==> config.mk <==
export PLATFORM = sky130hd
export DESIGN_NAME = seq_comparator_flat
export DESIGN_NICKNAME = d
export VERILOG_FILES = /design/src/rtl/seq_comparator_if.sv /design/src/rtl/seq_comparator.sv /design/src/flat_wrapper.sv
export SDC_FILE = /design/constraint.sdc
export NUM_CORES = 1
export LEC_CHECK = 0
export BUFFER_PORTS_ARGS = -buffer_cell sky130_fd_sc_hd__buf_2
export CAP_MARGIN = 25
export CORE_ASPECT_RATIO = 0.6
export CORE_MARGIN = 2
export CORE_UTILIZATION = 38
export CTS_BUF_LIST = sky130_fd_sc_hd__clkbuf_16
export CTS_CLUSTER_SIZE = 16
export DETAILED_ROUTE_END_ITERATION = 8
export GPL_ROUTABILITY_DRIVEN = 0
export GPL_TIMING_DRIVEN = 0
export PLACE_DENSITY = 0.56
export SYNTH_ARGS = -nofsm -noshare
export SYNTH_HDL_FRONTEND = slang
export SYNTH_SLANG_ARGS = --single-unit
==> constraint.sdc <==
create_clock -name clock -period 2.8 [get_ports clock]
set_input_delay 0.56 -clock clock [delete_from_list [all_inputs] [get_ports clock]]
set_output_delay 0.56 -clock clock [all_outputs]
set_load 0.005 [all_outputs]
==> src/rtl/seq_comparator_if.sv <==
// rtl/seq_comparator_if.sv - operand/result bundle between the operand latch and the comparator
interface seq_comparator_if #(
    parameter int WIDTH = 32
);
    logic             start;
    logic [WIDTH-1:0] a;
    logic [WIDTH-1:0] b;
    logic             signed_mode;
    logic             busy;
    logic             done;
    logic             eq;
    logic             gt;
    logic             lt;

    modport master (
        output start, a, b, signed_mode,
        input  busy, done, eq, gt, lt
    );

    modport slave (
        input  start, a, b, signed_mode,
        output busy, done, eq, gt, lt
    );
endinterface

==> src/rtl/seq_comparator.sv <==
// rtl/seq_comparator.sv - MSB-first 2-bit-per-cycle magnitude comparator with early exit
module seq_comparator #(
    parameter int WIDTH = 32
) (
    input  logic          clock,
    input  logic          reset,
    seq_comparator_if.slave cmp
);
    localparam int SLICES = WIDTH / 2;
    localparam int IDX_W  = (SLICES > 1) ? $clog2(SLICES) : 1;
    localparam logic [IDX_W-1:0] LAST_IDX = IDX_W'(SLICES - 1);

    typedef enum logic [1:0] {
        S_IDLE,
        S_RUN,
        S_DONE
    } state_t;

    state_t           state_q;
    logic [WIDTH-1:0] a_q;
    logic [WIDTH-1:0] b_q;
    logic [IDX_W-1:0] idx_q;
    logic             chain_eq_q;
    logic             chain_gt_q;
    logic             busy_q;
    logic             done_q;
    logic             eq_q;
    logic             gt_q;
    logic             lt_q;

    logic             chain_eq_d;
    logic             chain_gt_d;
    logic [1:0]       a_sl;
    logic [1:0]       b_sl;
    logic [WIDTH-1:0] sign_flip;

    // Flipping the sign bit maps two's-complement order onto unsigned order.
    assign sign_flip = {cmp.signed_mode, {(WIDTH-1){1'b0}}};

    always_comb begin
        a_sl       = a_q[{idx_q, 1'b0} +: 2];
        b_sl       = b_q[{idx_q, 1'b0} +: 2];
        chain_eq_d = chain_eq_q;
        chain_gt_d = chain_gt_q;
        if (chain_eq_q) begin
            chain_eq_d = (a_sl == b_sl);
            chain_gt_d = (a_sl > b_sl);
        end
    end

    always_ff @(posedge clock) begin
        if (reset) begin
            state_q    <= S_IDLE;
            a_q        <= '0;
            b_q        <= '0;
            idx_q      <= LAST_IDX;
            chain_eq_q <= 1'b0;
            chain_gt_q <= 1'b0;
            busy_q     <= 1'b0;
            done_q     <= 1'b0;
            eq_q       <= 1'b0;
            gt_q       <= 1'b0;
            lt_q       <= 1'b0;
        end else begin
            done_q <= 1'b0;
            case (state_q)
                S_IDLE, S_DONE: begin
                    if (cmp.start) begin
                        a_q        <= cmp.a ^ sign_flip;
                        b_q        <= cmp.b ^ sign_flip;
                        idx_q      <= LAST_IDX;
                        chain_eq_q <= 1'b1;
                        chain_gt_q <= 1'b0;
                        busy_q     <= 1'b1;
                        state_q    <= S_RUN;
                    end else begin
                        state_q    <= S_IDLE;
                    end
                end
                S_RUN: begin
                    chain_eq_q <= chain_eq_d;
                    chain_gt_q <= chain_gt_d;
                    idx_q      <= idx_q - 1'b1;
                    // Stop as soon as a slice differs; otherwise run to the LSB slice.
                    if (!chain_eq_d || idx_q == '0) begin
                        state_q <= S_DONE;
                        busy_q  <= 1'b0;
                        done_q  <= 1'b1;
                        eq_q    <= chain_eq_d;
                        gt_q    <= chain_gt_d;
                        lt_q    <= ~chain_eq_d & ~chain_gt_d;
                    end
                end
                default: begin
                    state_q <= S_IDLE;
                    busy_q  <= 1'b0;
                end
            endcase
        end
    end

    assign cmp.busy = busy_q;
    assign cmp.done = done_q;
    assign cmp.eq   = eq_q;
    assign cmp.gt   = gt_q;
    assign cmp.lt   = lt_q;
endmodule

==> src/flat_wrapper.sv <==
// flat-port wrapper written by rule: the top's interface ports become plain ports
module seq_comparator_flat 
#(
    parameter int WIDTH = 32
)
  (clock, reset, cmp_start, cmp_a, cmp_b, cmp_signed_mode, cmp_busy, cmp_done, cmp_eq, cmp_gt, cmp_lt);
  seq_comparator_if #(.WIDTH(WIDTH)) cmp_i ();
  input  logic clock;
  input  logic reset;
  input wire logic [$bits(cmp_i.start)-1:0] cmp_start;
  input wire logic [$bits(cmp_i.a)-1:0] cmp_a;
  input wire logic [$bits(cmp_i.b)-1:0] cmp_b;
  input wire logic [$bits(cmp_i.signed_mode)-1:0] cmp_signed_mode;
  output wire logic [$bits(cmp_i.busy)-1:0] cmp_busy;
  output wire logic [$bits(cmp_i.done)-1:0] cmp_done;
  output wire logic [$bits(cmp_i.eq)-1:0] cmp_eq;
  output wire logic [$bits(cmp_i.gt)-1:0] cmp_gt;
  output wire logic [$bits(cmp_i.lt)-1:0] cmp_lt;
  assign cmp_i.start = cmp_start;
  assign cmp_i.a = cmp_a;
  assign cmp_i.b = cmp_b;
  assign cmp_i.signed_mode = cmp_signed_mode;
  assign cmp_busy = cmp_i.busy;
  assign cmp_done = cmp_i.done;
  assign cmp_eq = cmp_i.eq;
  assign cmp_gt = cmp_i.gt;
  assign cmp_lt = cmp_i.lt;
  seq_comparator #(.WIDTH(WIDTH)) u_core (.clock(clock), .reset(reset), .cmp(cmp_i));
endmodule
==> impl_metrics.csv <==
group,metric,value,unit
outcome,status,"complete, no violations",
placement,place_hpwl,6.223,mm
synth,seq_area_frac_synth,0.4651,
cells_and_area,fillerInstances,859,
global_route,grt_max_degree,13,
clocking,root_buffer,"clkbuf_16",
global_route,grt_pass1_vias,2753,
sta,slew_headroom,0.5884,
pwr,power_frac_seq,0.457,
clocking,path_clk_slew,60,ps
cells_and_area,mostFrequentLayoutCells,"nand2_1, buf_2, dfxtp_1, a21oi_1, clkbuf_1",
synth,synth.mux.area_fraction,0.1189,
sta,setup_tns,0,ps
global_route,grt_pass1_wl,13.50,mm
worst_hold_path,hold_depth,2,
synth,postSynth.asyncResetShare,0,
routing,drc_errors,0,
sta,rsz0062_at_grt,"false",
cells_and_area,drive_gt1_frac,0.2159,
floorplan,die_h,76.34,um
placement,placed_area,0.003810,mm2
synth,synth_compound_area_frac,0.1412,
critical_path,path_class,"flop to flop",
sta,final-setup-viol-count,0,
clocking,htree_levels,3,
sta,min_period_over_period,0.9438,
critical_path,crit_start,"u_core.idx_q[0]$_SDFFE_PP1P_",
synth,yosys_warnings,0,
clocking,clkSinkCount,77,
sta,tightest_slew,617.4,ps
critical_path,crit-reg2reg-launch,"u_core.idx_q[0]$_SDFFE_PP1P_",
pwr,p_leak,0.001738,uW
clocking,clkLatencyLatePin,340,ps
critical_path,reg2reg_to,"u_core.cmp.lt$_SDFFE_PP0P_",
floorplan,die-area,0.009510,mm2
synth,synth_edf_count,0,
pwr,pwr-share-comb,0.119,
clocking,cts_tree,"yes",
synth,syn_inst,390,
global_route,antenna_found_initial,0,
pwr,vdd_drop_max,289.8,uV
sta,max_freq,378.4,MHz
sta,finalMaxSlewViolations,0,
synth,synth_xor_xnor_area_share,0.005285,
floorplan,num_rows,26,
routing,ant_nets,0,
critical_path,cp_max_fo,9,
routing,initialDrtViolationCount,169,
sta,final_hold_viol_count,0,
floorplan,start_util,0.3904,
clocking,clk_path_buf_depth,2,
synth,avgSynthCellArea,8.499,um2
global_route,track_usage,0.1847,
worst_hold_path,hold_class,"flop to flop",
worst_hold_path,hp-start,"u_core.a_q[24]$_SDFFE_PP0P_",
global_route,gr-total-overflow,0,
pwr,pwr-share-clk,0.424,
critical_path,ff2ff_path_depth,10,
synth,syn_nets,461,
synth,synth_top_family_by_area,"simple AND/OR/NAND/NOR gates",
cells_and_area,nNetsFinal,543,
synth,synth.distinct_cells,32,
critical_path,required,3010,ps
cells_and_area,fin_area,0.004095,mm2
synth,netlist_area,0.003314,mm2
sta,fin_crit,2643,ps
pwr,p_sw_frac,0.2444,
placement,placement.io_buffers,71,
synth,synthSimpleGateAreaFrac,0.2103,
floorplan,die_x,124.6,um
pwr,power.internal,1978,uW
synth,ys_ff_latch,77,
cells_and_area,areaGrowthSynthToFinish,23.56,%
routing,vias,2892,
floorplan,io_pins,73,
routing,wire_per_inst,14.39,um
critical_path,worst_setup_path_end_kind,"flop",
flow_run,cap_violations,0,
critical_path,start_kind,"flop",
worst_hold_path,holdPathEnd,"u_core.a_q[24]$_SDFFE_PP0P_",
routing,dr.pass1.iters,4,
sta,fin_skew,5.698,ps
cells_and_area,final_common_cell,"nand2_1",
pwr,power.switching,639.9,uW
synth,synthFlopType,"dfxtp_1",
synth,synth_adder_area_share,0.01133,
cells_and_area,antennaDiodeCount,0,
clocking,cts_setup_buffers,0,
floorplan,core,0.008491,mm2
clocking,numCtsBuffers,9,
pwr,powerDensity,639.2,mW/mm2
critical_path,r2r_setup_slack,160,ps
critical_path,crit_arrival,2850,ps
routing,avgViaCountPerCell,4.910,
routing,routed_wl,8.475,mm
how the worst max path moves through the flow:
stage / depth (start not counted) / slack (ps) / end
CTS: 10 / 40 / u_core.cmp.gt$_SDFFE_PP0P_
global placement: 10 / 70 / u_core.cmp.gt$_SDFFE_PP0P_
global route: 10 / 0.7 / u_core.cmp.lt$_SDFFE_PP0P_
floorplan: 10 / 460 / u_core.cmp.gt$_SDFFE_PP0P_
finish: 10 / 160 / u_core.cmp.lt$_SDFFE_PP0P_
detailed placement: 10 / 60 / u_core.cmp.gt$_SDFFE_PP0P_
stage by stage:
step	total power, uW	hold WS [ps]	util	setup slack, ps	cells
floorplan	1410	431.5	-	458.2	390
detailed placement	1531	445.2	0.4487	58.06	573
global placement	1522	438.0	0.4487	72.70	573
finish	2618	450.4	0.4823	157.4	589
global route	2731	461.3	0.4823	0.7152	589
CTS	2645	448.1	0.4820	40.36	589
synthesized netlist by cell type (2+ instances only):
library cell	number	area share
buf_2	10	0.015
ha_1	3	0.011
and2_1	2	0.0038
nor2_1	8	0.0091
buf_1	4	0.0045
dfxtp_1	77	0.47
nand3_1	7	0.011
mux4_2	7	0.048
a22oi_1	2	0.0045
a211oi_1	2	0.0045
nor3_1	3	0.0045
o21ai_0	6	0.0091
nand2_1	139	0.16
inv_1	2	0.0023
nor2b_1	5	0.0094
a21o_1	2	0.0045
nand2b_1	5	0.0094
a31oi_1	2	0.0038
clkbuf_1	16	0.018
a21oi_1	67	0.10
mux4_1	9	0.071
xnor2_1	2	0.0053
cell families (layout without fill, tap and decap cells):
group / count (synthesis) / in the layout
compound gates: 86 / 86
xor+xnor: 2 / 2
buf+inv: 34 / 121
mux: 16 / 16
simple gates: 172 / 172
fa+ha+maj: 3 / 3
flops: 77 / 77
power groups by stage:
stage | registers, uW | clock network [uW] | logic (uW)
after global routing | 1200 | 1180 | 350
final | 1200 | 1110 | 311
after CTS | 1200 | 1140 | 314
after detailed placement | 1220 | 0 | 312
after global placement | 1220 | 0 | 305
after floorplan | 1210 | 0 | 203
flip-flops by register name, indices dropped and copies added, names as in the netlist:
signal and flops:
u_core.cmp.busy 1, u_core.b_q 32, u_core.cmp.gt 1, u_core.idx_q 4
u_core.cmp.done 1, u_core.cmp.lt 1, u_core.chain_eq_q 1, u_core.state_q 2
u_core.cmp.eq 1, u_core.chain_gt_q 1, u_core.a_q 32
repair_timing:
action                                  in CTS  in global routing
resized for setup                            0                  2
endpoints found under the setup margin       0                  4
hold buffers                                 0                  0
layer usage:
metal / share of wire / track usage / up-vias
li1: - / - / 1494
met1: 0.52 / 0.2665 / 1319
met2: 0.40 / 0.2612 / 69
met3: 0.060 / 0.06250 / 10
met4: 0.013 / 0.05393 / 0
met5: 0 / 0 / -
cell type report:
| type | count | area (um2) | share of cell area |
|---|---|---|---|
| clock inverters | 7 | 57.56 | 0.01405 |
| flip-flops and latches | 77 | 1541 | 0.3764 |
| well taps | 112 | 140.1 | 0.03422 |
| clock buffers | 9 | 225.2 | 0.05500 |
| multi-input cells | 279 | 1614 | 0.3941 |
| inverters | 2 | 7.507 | 0.001833 |
| repair buffers | 71 | 355.3 | 0.08677 |
| plain buffers | 32 | 153.9 | 0.03758 |
worst max-delay path: stages (launching register included):
cell and delay [ps]:
dfxtp_1 320, buf_6 170, mux4_2 530, and2_1 180
a211oi_2 210, a31oi_1 80, ha_1 360, nand3_1 170
and2_1 240, a32oi_1 200, nor2_1 50
Power figures use the tool's default switching activity.
